## src/rtl/lib_pkg.sv

```systemverilog
// lib_pkg: library-wide tag type shared along the sub2 pipeline
package lib_pkg;
    typedef logic [3:0] our_t;
endpackage

```

## src/rtl/my_pkg.sv

```systemverilog
// my_pkg: element, beat and bundle types for the sub2 -> sub_ser path
package my_pkg;
    typedef logic [7:0] my_t;
    localparam int SER_BEATS = 7;
    typedef logic [2:0] beat_t;
    typedef my_t [0:SER_BEATS-1] seq_t;
    typedef struct packed {
        my_t i;
        lib_pkg::our_t j;
        my_t [0:2] k;
        my_t [0:2] l;
    } bundle_t;
    typedef struct packed {
        bundle_t b;
`ifdef SUB_SER_PARITY_EN
        logic [SER_BEATS-1:0] par;
`endif
    } entry_t;
    // Beat order: i, k[0..2], l[0..2]
    function automatic seq_t beats(bundle_t b);
        return {b.i, b.k, b.l};
    endfunction
    function automatic logic [SER_BEATS-1:0] parity(bundle_t b);
        seq_t s;
        s = beats(b);
        for (int n = 0; n < SER_BEATS; n++) parity[n] = ^s[n];
    endfunction
endpackage

```

## src/rtl/sub_ser_fifo.sv

```systemverilog
// sub_ser_fifo: DEPTH-entry synchronous FIFO; also exposes the entry behind the head
module sub_ser_fifo #(
    parameter int DEPTH = 2,
    parameter type T = logic
) (
    input  logic clk,
    input  logic rst,
    input  logic push,
    input  logic pop,
    input  T     wdata,
    output T     head,
    output T     second,
    output logic full,
    output logic empty,
    output logic many
);
    localparam int AW = $clog2(DEPTH);
    T mem [DEPTH];
    logic [AW:0] wr, rd, cnt;
    logic [AW-1:0] rd1;
    assign cnt = wr - rd;
    assign rd1 = rd[AW-1:0] + AW'(1);
    assign full = (wr[AW] != rd[AW]) && (wr[AW-1:0] == rd[AW-1:0]);
    assign empty = wr == rd;
    assign many = cnt > (AW+1)'(1);
    assign head = mem[rd[AW-1:0]];
    assign second = mem[rd1];
    always_ff @(posedge clk) begin
        if (push) mem[wr[AW-1:0]] <= wdata;
        if (rst) begin
            wr <= '0;
            rd <= '0;
        end else begin
            if (push) wr <= wr + (AW+1)'(1);
            if (pop) rd <= rd + (AW+1)'(1);
        end
    end
endmodule

```

## src/rtl/sub_ser.sv

```systemverilog
// sub_ser: buffers sub2 bundles and serialises each into a 7-beat my_t stream.
// Optional SUB_SER_PARITY_EN adds out_par and par_err_cnt with per-element stored parity.
module sub_ser
    import my_pkg::*;
#(
    parameter int DEPTH = 2
) (
    input  logic          clk,
    input  logic          rst,
    input  logic          in_valid,
    output logic          in_ready,
    input  my_t           in_i,
    input  lib_pkg::our_t in_j,
    input  my_t [0:2]     in_k,
    input  my_t           in_l [3],
    output logic          out_valid,
    input  logic          out_ready,
    output my_t           out_data,
    output lib_pkg::our_t out_tag,
    output logic          out_last
`ifdef SUB_SER_PARITY_EN
    ,
    output logic          out_par,
    output logic [7:0]    par_err_cnt
`endif
);
    typedef enum logic {IDLE, SEND} state_t;
    state_t state, state_n;
    beat_t beat, beat_n;
    entry_t in_e, head, second, cur, cur_n;
    seq_t seq;
    logic full, empty, many, push, pop, acc;
    always_comb begin
        in_e = '0;
        in_e.b = '{i: in_i, j: in_j, k: in_k, l: {in_l[0], in_l[1], in_l[2]}};
`ifdef SUB_SER_PARITY_EN
        in_e.par = parity(in_e.b);
`endif
    end
    sub_ser_fifo #(.DEPTH(DEPTH), .T(entry_t)) u_fifo (
        .clk(clk), .rst(rst), .push(push), .pop(pop), .wdata(in_e),
        .head(head), .second(second), .full(full), .empty(empty), .many(many)
    );
    assign in_ready = !full;
    assign push = in_valid && in_ready;
    assign out_valid = state == SEND;
    assign acc = out_valid && out_ready;
    assign out_last = out_valid && beat == beat_t'(SER_BEATS-1);
    assign pop = acc && out_last;
    assign seq = beats(cur.b);
    assign out_data = seq[beat];
    assign out_tag = cur.b.j;
    // The burst head stays in the FIFO until its last beat; a same-edge push bypasses into cur
    always_comb begin
        state_n = state;
        beat_n = beat;
        cur_n = cur;
        if (state == IDLE && !empty) begin
            state_n = SEND;
            beat_n = '0;
            cur_n = head;
        end else if (pop) begin
            state_n = (many || push) ? SEND : IDLE;
            beat_n = '0;
            cur_n = many ? second : push ? in_e : cur;
        end else if (acc) begin
            beat_n = beat + beat_t'(1);
        end
    end
    always_ff @(posedge clk) begin
        if (rst) begin
            state <= IDLE;
            beat <= '0;
            cur <= '0;
        end else begin
            state <= state_n;
            beat <= beat_n;
            cur <= cur_n;
        end
    end
`ifdef SUB_SER_PARITY_EN
    assign out_par = ^out_data;
    always_ff @(posedge clk) begin
        if (rst) par_err_cnt <= '0;
        else if (acc && cur.par[beat] != out_par && par_err_cnt != 8'hff) par_err_cnt <= par_err_cnt + 8'd1;
    end
`endif
endmodule

```

## config.mk

```make
export PLATFORM = sky130hd
export DESIGN_NAME = sub_ser
export DESIGN_NICKNAME = d
export VERILOG_FILES = /design/src/rtl/lib_pkg.sv /design/src/rtl/my_pkg.sv /design/src/rtl/sub_ser_fifo.sv /design/src/rtl/sub_ser.sv
export SDC_FILE = /design/constraint.sdc
export NUM_CORES = 1
export LEC_CHECK = 0
export BUFFER_PORTS_ARGS = -buffer_cell sky130_fd_sc_hd__buf_2
export CAP_MARGIN = 15
export CORE_MARGIN = 3
export CORE_UTILIZATION = 40
export CTS_CLUSTER_SIZE = 40
export DETAILED_ROUTE_END_ITERATION = 12
export GPL_ROUTABILITY_DRIVEN = 0
export HOLD_SLACK_MARGIN = 0.03
export PLACE_DENSITY_LB_ADDON = 0.3
export SKIP_LAST_GASP = 1
export SYNTH_ARGS = -nofsm -noshare
export SYNTH_HDL_FRONTEND = slang
export SYNTH_SLANG_ARGS = --single-unit
```

## constraint.sdc

```tcl
create_clock -name clk -period 3.65 [get_ports clk]
set_input_delay 0.5475 -clock clk [delete_from_list [all_inputs] [get_ports clk]]
set_output_delay 0.5475 -clock clk [all_outputs]
set_load 0.03 [all_outputs]
```

After elaboration in Yosys (flattened, before gate mapping)
Memory sizes are Yosys's and may differ from the RTL's. A register that Yosys moved wholly into a read port is not among the register bits.
Cells that the tools add are included.
- flip-flop bits (word level): 68
- bits in latches: 0
- RAM bits: 120
- bits in read-only memories: 0
- bits of input ports: 64
- output and inout port bits: 15
- word-level logic and storage cells: 53
- memories kept: 1
- add/subtract/negate cells: 5
- multiply operators: 0
- div/mod/pow operators: 0
- magnitude comparators: 2
- equal/unequal tests: 4
- shift operators: 0
- muxes and demuxes: 14
- bitwise operators: 2
- reductions and logical operators: 13
- memory list (name ; depth ; width ; rd ports ; clocked after Yosys merged registers in ; write ports ; line ; RTL):
    u_fifo.mem ; 2 ; 60 ; 2 ; 1 ; 1 ; sub_ser_fifo.sv:18 ; T mem [DEPTH];
- operator list (kind ; number):
    $mux 60 ; 4
    $bmux 8 s3 ; 1
    $mux 8 ; 2
    $mux 1 ; 7
    $logic_and 1x1->1 ; 6
    $add 2x1->2 const B ; 2
    $ge 4x4->1 const B ; 1
    $not 3->4 ; 1
    $add 3x1->3 const B ; 1
    $eq 3x3->1 const B ; 1
    $reduce_bool 3->1 ; 1
    $reduce_or 3->1 ; 1
    $eq 2x2->1 ; 1
    $gt 2x1->1 const B ; 1
    $logic_not 1->1 ; 2
    $reduce_and 2->1 ; 1
    $reduce_bool 2->1 ; 1
    $sub 2x2->2 ; 1
    $add 1x1->1 const B ; 1
    $eq 1x1->1 ; 1
    $logic_or 1x1->1 ; 1
    $ne 1x1->1 ; 1
    $not 1->1 ; 1

Longest topological paths before layout
Gate-level depths: netlist of run 1.
- depth in word-level cells: 8
- gate-level depth with buffers: 10
- mapped depth without buffers: 6

Hierarchy
A second synthesis of run 1 with hierarchy kept.
- cell total of the unflattened synthesis: 767
- area, all modules: 10231.1 um2
- by module, submodules not included (module ; times used ; cells each ; area an instance (um2) ; seq. area each (um2)):
    sub_ser_fifo ; 1 ; 278 ; 5600.4 ; 3703.6
    sub_ser ; 1 ; 489 ; 4630.7 ; 1281.2

Worst setup path before layout of run 1
No wires, ideal clock.
- kind: register to register
- start: reg u_fifo.wr[0]
- end: mem u_fifo.mem[0][0] (netlist name) (enable)
- library setup time: 0.424 ns
- arrival: 2.375 ns
- required time: 3.226 ns
- setup slack: 0.851 ns
- cell stages (with the launch flop): 5
- buffers on the path: 0
- clock period less this slack: 2.799 ns
- cell sequence: dfxtp_1 > inv_1 > ha_1 > a21oi_1 > and2_1
- word-level cells in the longest chain between the ends: 6
- RTL lines (what ; line ; RTL):
    start, declared ; sub_ser_fifo.sv:19 ; logic [AW:0] wr, rd, cnt;
    start signal, assigned ; sub_ser_fifo.sv:34 ; if (push) wr <= wr + (AW+1)'(1);
    $eq 1x1->1 ; sub_ser_fifo.sv:23 ; assign full = (wr[AW] != rd[AW]) && (wr[AW-1:0] == rd[AW-1:0]);
    $logic_and 1x1->1 ; sub_ser_fifo.sv:23 ;
    $logic_not 1->1 ; sub_ser.sv:44 ; assign in_ready = !full;
    $logic_and 1x1->1 ; sub_ser.sv:45 ; assign push = in_valid && in_ready;
    $mux 1 ; sub_ser_fifo.sv:29 ; if (push) mem[wr[AW-1:0]] <= wdata;
    $mux 1 (not written as such) ; sub_ser_fifo.sv:29 ;
    end, declared ; sub_ser_fifo.sv:18 ;
Several ways; a longest one is shown, not always the timed one.

Worst setup path in the final report of run 1
- start: reg u_fifo.wr[0]
- end: reg cur[53] (netlist name)
- word-level cells in the longest chain between the ends: 6
- elaborated cells between the ends (all ways): 15
- those cells by class: add/sub (1); order compare (1); eq/ne (2); mux (3); reduce/logical (8)
- RTL lines (what ; line ; RTL):
    parallel branches: the longest is 6 deep, another holds $sub 2x2->2 ; - ;
    end signal, assigned ; sub_ser.sv:78 ; cur <= cur_n;
    end, declared ; sub_ser.sv:30 ; entry_t in_e, head, second, cur, cur_n;
Several ways; the timed one is not identified. The select of a mux whose other input is x is not followed.
A chain may end at the register's enable or synchronous reset.

==> flow_summary.yaml, run 1 <==
power:
  seq_power_share_pct: 51.9
  netSwitchingFraction_pct: 26.3
  pwr-share-clk_pct: 34.5
  p_int_mw: 3.74
  p_comb_share_pct: 13.7
  p_sw_mw: 1.33
  ir_drop_uv: 422
  p_leak_nw: 3.37
  power_density_nw_per_um2: 523
  power.total_mw: 5.07
sta:
  post-route-min-period_ns: 2.80
  fin_setup_tns_ns: 0
  hold_violations: 0
  max_freq_ghz: 0.358
  worst_slew_pin_slew_ns: 1.18
  drv_slew: 0
  setup_slack_ns: 0.855
  hold_ws_ns: 0.317
  skew_ns: 0.00789
  post-route-period-util_pct: 76.6
  rsz0062_at_grt: "no"
  finalSetupViolCount: 0
  slew_headroom_pct: 21.6
floorplanning:
  core_sq_um: 21100
  boundaryPins: 79
  design.die.area_sq_um: 23300
  floorplan.initialDensity_pct: 40.8
  rows: 53
  die_x_microns: 153
  die_h_microns: 153
logic_synthesis:
  synth_area_leaders: "edfxtp_1 42%, dfxtp_1 16%, mux2i_1 15%"
  synth_edf_count: 120
  syn_avg_cell_area_sq_um: 12.3
  ys_types: 34
  syn_inst: 699
  synth_ff_type: "edfxtp_1"
  yosysWarnings: 0
  synthArstFlopShare_pct: 0
  syn-cell-area_sq_um: 8610
  synth_top_area_cell: "edfxtp_1"
  synth_fp_nets: 766
  ys_seq_elements: 189
  synth_top_area_share_pct: 41.9
  synth_seq_area_share_pct: 57.9
run_status:
  status: "finished, final reports clean"
place:
  dpl.cell_count: 1000
  dpl_worst_slack_ns: 0.896
  numPortBuffers: 78
  dp_hpwl_mm: 12.6
  placed_area_sq_um: 9120
cts:
  hold_buffers: 0
  cts.path.max_buffers: 2
  cts_resized: 0
  cts_tree: "built"
  clock-sinks: 189
  clk_latency_ns: 0.43
  clk_pin_slew_ns: 0.07
  cts_setup_buffers: 0
  htree_levels: 4
  cts_root_buffer: "clkbuf_16"
  cts_buffers: 17
global_route:
  antenna_found_initial: 1
  grt_use_total_pct: 17.1
  grt_pass1_wl_mm: 32.0
  grt_max_degree: 97
  gr-total-overflow: 0
  first_global_vias: 5891
critical_path:
  critical_path.max_stage_delay_ns: 0.76
  crit_family: "compound AO/OA/AOI/OAI gates"
  cp_common_cell: "inv_1"
  arrival_ns: 3.17
  worst_setup_path_end_kind: "register"
  crit_buf_inv: 3
  path_cells: "inv_1 -> ha_1 -> inv_1 -> o31a_1 -> o21ba_2 -> buf_4 -> a221o_1"
  worstPathRequired_ns: 4.02
  path_class: "reg -> reg"
  cp_slowest_cell: "o21ba_2"
  crit_fanout: 32
  cp-start-kind: "register"
drt:
  post_drt_via_cell_ratio: 5.56
  vias: 5746
  first_pass_iters: 6
  drtIter0Drc: 439
  drc: 0
  ant_nets: 0
  wl_per_cell_microns: 19.3
  routed_wl_mm: 20.0
finish:
  fin_nets: 812
  syn2layout_area_growth_pct: 12.6
  fin_area_sq_um: 9700
  seq_area_sq_um: 4990
  fill_cells: 1926
  drive_gt1_share_pct: 17.9
  final_cells: 1034
  multi_input_area_sq_um: 3300
  fin_util_pct: 46.0
min_path:
  hp-class: "in -> reg"
flow_run:
  cap_violations: 0
[synth_stat cells (2+ instances only)]
library cell / number
a21oi_1: 2
a221o_1: 60
buf_1: 5
buf_2: 7
buf_4: 4
buf_6: 8
clkbuf_1: 38
dfxtp_1: 69
edfxtp_1: 120
ha_1: 3
inv_1: 5
mux2i_1: 128
mux4_2: 8
nand2_1: 73
nand2b_1: 2
nand3_1: 2
nor2_1: 68
o21a_1: 8
o21ai_0: 61
o221ai_1: 8
xnor2_1: 4
xor2_1: 4
[power by group through the flow]
stage | Sequential (mW) | Combinational, mW | Clock (mW)
3_3_place_gp | 2.66 | 0.678 | 0
6_report | 2.63 | 0.693 | 1.75
3_5_place_dp | 2.67 | 0.697 | 0
4_1_cts | 2.62 | 0.701 | 1.78
2_1_floorplan | 2.63 | 0.519 | 0
5_1_grt | 2.65 | 0.766 | 1.87
[registers in the layout (all words and copies together) (netlist names), named ones only]
register and flops:
beat 3, u_fifo.rd 2, out_tag 4, u_fifo.mem 120, cur 56, out_valid 1
u_fifo.wr 2
[layout make-up]
type                       count  share of cell area, %
antenna                        1                 0.0258
clock inverter                12                  0.994
multi-input combinational    443                   34.0
clock buffer                  20                   4.71
tap                          275                   3.55
timing repair buffer          89                   5.01
sequential                   189                   51.5
inverter                       5                  0.194
[final timing paths]
| check | startpoint | endpoint | slack (ns) | cells after the start |
|---|---|---|---|---|
| worst max-delay path | u_fifo.wr[0]$_SDFFE_PP0N_ | cur[53]$_SDFFE_PP0P_ | 0.85 | 7 |
| worst min-delay path | in_l[19] | u_fifo.mem[0][19]$_DFFE_PP_ | 0.32 | 1 |
| worst max register to register | u_fifo.wr[0]$_SDFFE_PP0N_ | cur[53]$_SDFFE_PP0P_ | 0.85 | 7 |
| worst min register to register | cur[38]$_SDFFE_PP0P_ | cur[38]$_SDFFE_PP0P_ | 0.49 | 1 |
[per-layer routing]
| metal | track usage [%] | vias to the layer above | routed length, microns |
|---|---|---|---|
| li1 | - | 2731 | - |
| met2 | 27.5 | 158 | 9730 |
| met5 | 0 | - | 0 |
| met4 | 6.75 | 0 | 422 |
| met1 | 23.1 | 2829 | 8930 |
| met3 | 3.04 | 28 | 918 |
[layout by cell type, fill, tap and decap left out, drive strengths merged, types with 2 or more instances in the layout]
cell type  Yosys  routed
mux4           8       8
inv            5       5
nor2          68      68
edfxtp       120     120
o21a           8       8
clkinv         0       9
mux2i        128     128
buf           24      89
ha             3       3
nand2b         2       2
xor2           4       4
clkinvlp       0       2
a21oi          2       2
a221o         60      60
nand3          2       2
clkbuf        38      20
o221ai         8       8
dfxtp         69      69
xnor2          4       4
o21ai         61      61
nand2         73      73
[kinds of logic (layout without fill, tap and decap cells)]
logic type / after synthesis / in the layout / synth area share, %
flip-flops: 189 / 189 / 57.9
adder cells (fa/ha/maj): 3 / 3 / 0.436
multiplexers: 136 / 136 / 17.0
other: 0 / 1 / 0
AND/OR/NAND/NOR: 149 / 149 / 6.77
AO/OA/AOI/OAI: 146 / 146 / 12.9
buffers and inverters: 67 / 126 / 3.90
XOR/XNOR: 9 / 9 / 1.08
No activity file was read; power rests on OpenSTA's default activity.
==> run 2, diff against run 1 <==
==> constraint.sdc (replaced) <==
create_clock -name clk -period 2.6 [get_ports clk]
set_input_delay 0.39 -clock clk [delete_from_list [all_inputs] [get_ports clk]]
set_output_delay 0.39 -clock clk [all_outputs]
set_load 0.03 [all_outputs]
==> flow_summary.yaml, run 2 (synthesized netlist as in run 1, its figures left out) <==
run_status:
  status: "finished, final reports clean"
cts:
  cts.path.max_buffers: 2
  clk_latency_ns: 0.44
  clock-sinks: 189
  cts_root_buffer: "clkbuf_16"
  cts_tree: "built"
  cts_buffers: 17
  htree_levels: 4
  clk_pin_slew_ns: 0.07
power:
  power.total_mw: 7.46
  power_density_nw_per_um2: 757
  ir_drop_uv: 542
  p_leak_nw: 3.45
sta:
  fin_setup_tns_ns: 0
  post-route-period-util_pct: 94.7
  post-route-min-period_ns: 2.46
  rsz0062_at_grt: "no"
  hold_ws_ns: 0.153
  setup_slack_ns: 0.137
  hold_violations: 0
  skew_ns: 0.00829
  slew_headroom_pct: 22.4
  worst_slew_pin_slew_ns: 1.16
  finalSetupViolCount: 0
  drv_slew: 0
  max_freq_ghz: 0.406
floorplanning:
  core_sq_um: 21100
  die_h_microns: 153
  die_x_microns: 153
  floorplan.initialDensity_pct: 40.8
  design.die.area_sq_um: 23300
  boundaryPins: 79
  rows: 53
finish:
  largest_reg_flops: 120
  syn2layout_area_growth_pct: 14.6
  fin_nets: 817
  drive_gt1_share_pct: 18.7
  final_cell_mix: "128 x mux2i_1, 120 x edfxtp_1, 78 x buf_2"
  final_common_cell: "mux2i_1"
  fin_util_pct: 46.8
critical_path:
  path_depth: 4
  critical_path.max_stage_delay_ns: 0.55
  crit_buf_inv: 2
  path_cells: "buf_4 -> mux4_2 -> o21a_1 -> buf_2"
  worstPathRequired_ns: 2.21
  crit_fanout: 6
  reg2regPathDepth: 7
  arrival_ns: 2.07
  cp_slowest_cell: "mux4_2"
  cp-start-kind: "register"
  worst_setup_path_end_kind: "output port"
  crit_family: "multiplexers"
  path_class: "reg -> out"
global_route:
  grt_pass1_wl_mm: 32.5
  gr-total-overflow: 0
  grt_use_total_pct: 17.4
  antenna_found_initial: 1
  grt_max_degree: 122
  first_global_vias: 5965
min_path:
  holdPathStages: 1
  hp-class: "in -> reg"
drt:
  ant_nets: 0
  drtIter0Drc: 509
  drc: 0
  routed_wl_mm: 20.3
  wl_per_cell_microns: 19.6
  first_pass_iters: 5
  post_drt_via_cell_ratio: 5.56
  vias: 5772
place:
  numPortBuffers: 78
  dpl_worst_slack_ns: 0.413
  dp_hpwl_mm: 12.8
flow_run:
  cap_violations: 0
-- run 2: cell types whose count changed in the layout (fill, tap and decap cells not counted), sizes merged --
| cell | before | now |
|---|---|---|
| clkinv | 9 | 3 |
| bufinv | 1 | 2 |
| clkbuf | 20 | 19 |
| inv | 5 | 13 |
| buf | 89 | 94 |
| clkinvlp | 2 | 0 |
-- run 2: power breakdown --
part | total (mW) | switching, mW | internal [mW]
logic | 0.993 | 0.609 | 0.384
clock network | 2.78 | 1.21 | 1.57
registers | 3.69 | 0.177 | 3.51
-- run 2: cell type report --
class / count / area (sq um)
fill: 1897 / 11200
clock inverter: 13 / 164
timing repair buffer: 94 / 564
multi-input combinational: 443 / 3300
tap: 275 / 344
sequential: 189 / 4990
clock buffer: 19 / 475
antenna: 1 / 2.50
inverter: 5 / 18.8
-- run 2: repair_timing --
| item | 4_1_cts | 5_1_grt |
|---|---|---|
| resized for setup | 0 | 1 |
| setup buffers | 0 | 0 |
| hold buffers | 0 | 0 |
| hold endpoints to repair | 0 | 0 |
| endpoints found under the setup margin | 0 | 3 |
-- run 2: final timing paths --
check                                endpoint  slack (ns)                 startpoint
setup / recovery                  out_data[1]        0.14       beat[1]$_SDFFE_PP0P_
hold / removal    u_fifo.mem[0][17]$_DFFE_PP_        0.15                   in_l[17]
setup reg to reg         cur[11]$_SDFFE_PP0P_        0.36  u_fifo.wr[0]$_SDFFE_PP0N_
hold reg to reg          cur[35]$_SDFFE_PP0P_        0.49       cur[35]$_SDFFE_PP0P_
-- run 2: through the flow --
| stage | area (sq um) | cells |
|---|---|---|
| 5_1_grt | 9860 | 1039 |
| 3_3_place_gp | 9220 | 1006 |
| 4_1_cts | 9860 | 1038 |
| 2_1_floorplan | 8610 | 699 |
| 6_report | 9860 | 1039 |
| 3_5_place_dp | 9220 | 1006 |
-- run 2: layer usage --
| metal | GRT usage (%) | routed length (microns) | up-vias | share of wire [%] |
|---|---|---|---|---|
| li1 | - | - | 2754 | - |
| met1 | 23.1 | 9360 | 2868 | 46 |
| met2 | 28.8 | 9910 | 124 | 49 |
| met3 | 3.27 | 636 | 26 | 3.1 |
| met4 | 6.02 | 414 | 0 | 2.0 |
| met5 | 0 | 0 | - | 0 |
==> run 3, diff against run 2 <==
--- a/config.mk
+++ b/config.mk
@@ -7,8 +7,7 @@
 export LEC_CHECK = 0
 export BUFFER_PORTS_ARGS = -buffer_cell sky130_fd_sc_hd__buf_2
 export CAP_MARGIN = 15
-export CORE_MARGIN = 3
-export CORE_UTILIZATION = 40
+export CORE_UTILIZATION = 55
 export CTS_CLUSTER_SIZE = 40
 export DETAILED_ROUTE_END_ITERATION = 12
 export GPL_ROUTABILITY_DRIVEN = 0
==> flow_summary.yaml, run 3 (synthesized netlist as in run 1, its figures left out) <==
floorplanning:
  boundaryPins: 79
  die_x_microns: 127
  core_sq_um: 15300
  design.die.area_sq_um: 16200
  rows: 45
  floorplan.initialDensity_pct: 56.4
  die_h_microns: 127
global_route:
  grt_pass1_wl_mm: 30.2
  gr-total-overflow: 0
  first_global_vias: 5772
  grt_use_total_pct: 24.5
  antenna_found_initial: 0
  grt_max_degree: 94
cts:
  clock-sinks: 189
  cts.path.max_buffers: 2
  cts_setup_buffers: 0
  htree_levels: 4
  hold_buffers: 0
  cts_tree: "built"
  clk_latency_ns: 0.43
  clk_pin_slew_ns: 0.07
  cts_buffers: 17
  cts_resized: 0
  cts_root_buffer: "clkbuf_16"
power:
  p_leak_nw: 3.46
  ir_drop_uv: 581
  power_density_nw_per_um2: 738
sta:
  skew_ns: 0.00658
  post-route-period-util_pct: 88.0
  hold_ws_ns: 0.166
  fin_setup_tns_ns: 0
  post-route-min-period_ns: 2.29
  drv_slew: 0
  rsz0062_at_grt: "no"
  max_freq_ghz: 0.437
  slew_headroom_pct: 24.5
  hold_violations: 0
  worst_slew_pin_slew_ns: 1.13
  finalSetupViolCount: 0
finish:
  syn2layout_area_growth_pct: 13.6
  drive_gt1_share_pct: 18.9
  final_cell_mix: "128 x mux2i_1, 120 x edfxtp_1, 78 x buf_2"
  final_common_cell: "mux2i_1"
  largest_reg_flops: 120
  fin_area_sq_um: 9780
  fin_util_pct: 64.1
  fin_nets: 821
place:
  placed_area_sq_um: 9190
  numPortBuffers: 78
  dp_hpwl_mm: 12.2
critical_path:
  cp_slowest_cell: "mux4_2"
  crit_fanout: 9
  critical_path.max_stage_delay_ns: 0.57
  cp-start-kind: "register"
  crit_buf_inv: 2
  crit_family: "multiplexers"
  worstPathRequired_ns: 2.21
  path_cells: "buf_4 -> mux4_2 -> o21a_1 -> buf_2"
  r2r_slack_ns: 0.41
  reg2reg_to: "cur[20]$_SDFFE_PP0P_"
  reg2regPathDepth: 7
  path_class: "reg -> out"
  r2r-start: "u_fifo.wr[0]$_SDFFE_PP0N_"
  arrival_ns: 1.90
  worst_setup_path_end_kind: "output port"
drt:
  drtIter0Drc: 529
  routed_wl_mm: 18.8
  first_pass_iters: 5
  ant_nets: 0
  wl_per_cell_microns: 19.2
  drc: 0
  vias: 5770
  post_drt_via_cell_ratio: 5.89
min_path:
  whs_endpoint: "u_fifo.mem[0][40]$_DFFE_PP_"
  hp-class: "in -> reg"
  holdPathStages: 1
  min_from: "in_k[16]"
flow_run:
  cap_violations: 0
run_status:
  status: "finished, final reports clean"
## run 3: power by group
group	leakage, nW	switching (mW)	internal (mW)
Clock	0.297	1.08	1.45
Combinational	1.47	0.609	0.400
Sequential	1.69	0.174	3.51
Total	3.46	1.86	5.36
## run 3: area by class of cell
cell class / count / area, sq um
diodes: 1 / 2.50
multi-input cells: 443 / 3300
clock buffers: 24 / 536
flip-flops and latches: 189 / 4990
inverters: 5 / 18.8
well taps: 211 / 264
clock inverters: 8 / 47.5
fillers: 1189 / 5480
repair buffers: 98 / 616
## run 3: per-stage QoR
stage / total power [mW] / std cells / setup slack (ns)
3_3_place_gp: 4.70 / 946 / 0.510
3_5_place_dp: 4.75 / 946 / 0.447
5_1_grt: 7.48 / 978 / 0.249
2_1_floorplan: 4.41 / 699 / 0.0661
4_1_cts: 7.25 / 978 / 0.296
6_report: 7.22 / 979 / 0.312
## run 3: worst max-delay path by stage
| stage | from | to | depth (start not counted) |
|---|---|---|---|
| 5_1_grt | beat[1]$_SDFFE_PP0P_ | out_data[1] | 4 |
| 4_1_cts | beat[1]$_SDFFE_PP0P_ | out_data[1] | 4 |
| 3_3_place_gp | u_fifo.wr[0]$_SDFFE_PP0N_ | cur[23]$_SDFFE_PP0P_ | 7 |
| 6_report | beat[1]$_SDFFE_PP0P_ | out_data[1] | 4 |
| 2_1_floorplan | u_fifo.wr[0]$_SDFFE_PP0N_ | u_fifo.mem[1][0]$_DFFE_PP_ | 5 |
| 3_5_place_dp | u_fifo.wr[0]$_SDFFE_PP0N_ | cur[20]$_SDFFE_PP0P_ | 7 |
## run 3: per-layer routing
| layer | vias up | global-route usage (%) | part of all wire (%) |
|---|---|---|---|
| li1 | 2740 | - | - |
| met2 | 163 | 40.6 | 50 |
| met4 | 0 | 9.52 | 1.8 |
| met3 | 26 | 4.44 | 4.8 |
| met1 | 2841 | 32.3 | 43 |
| met5 | - | 0 | 0 |
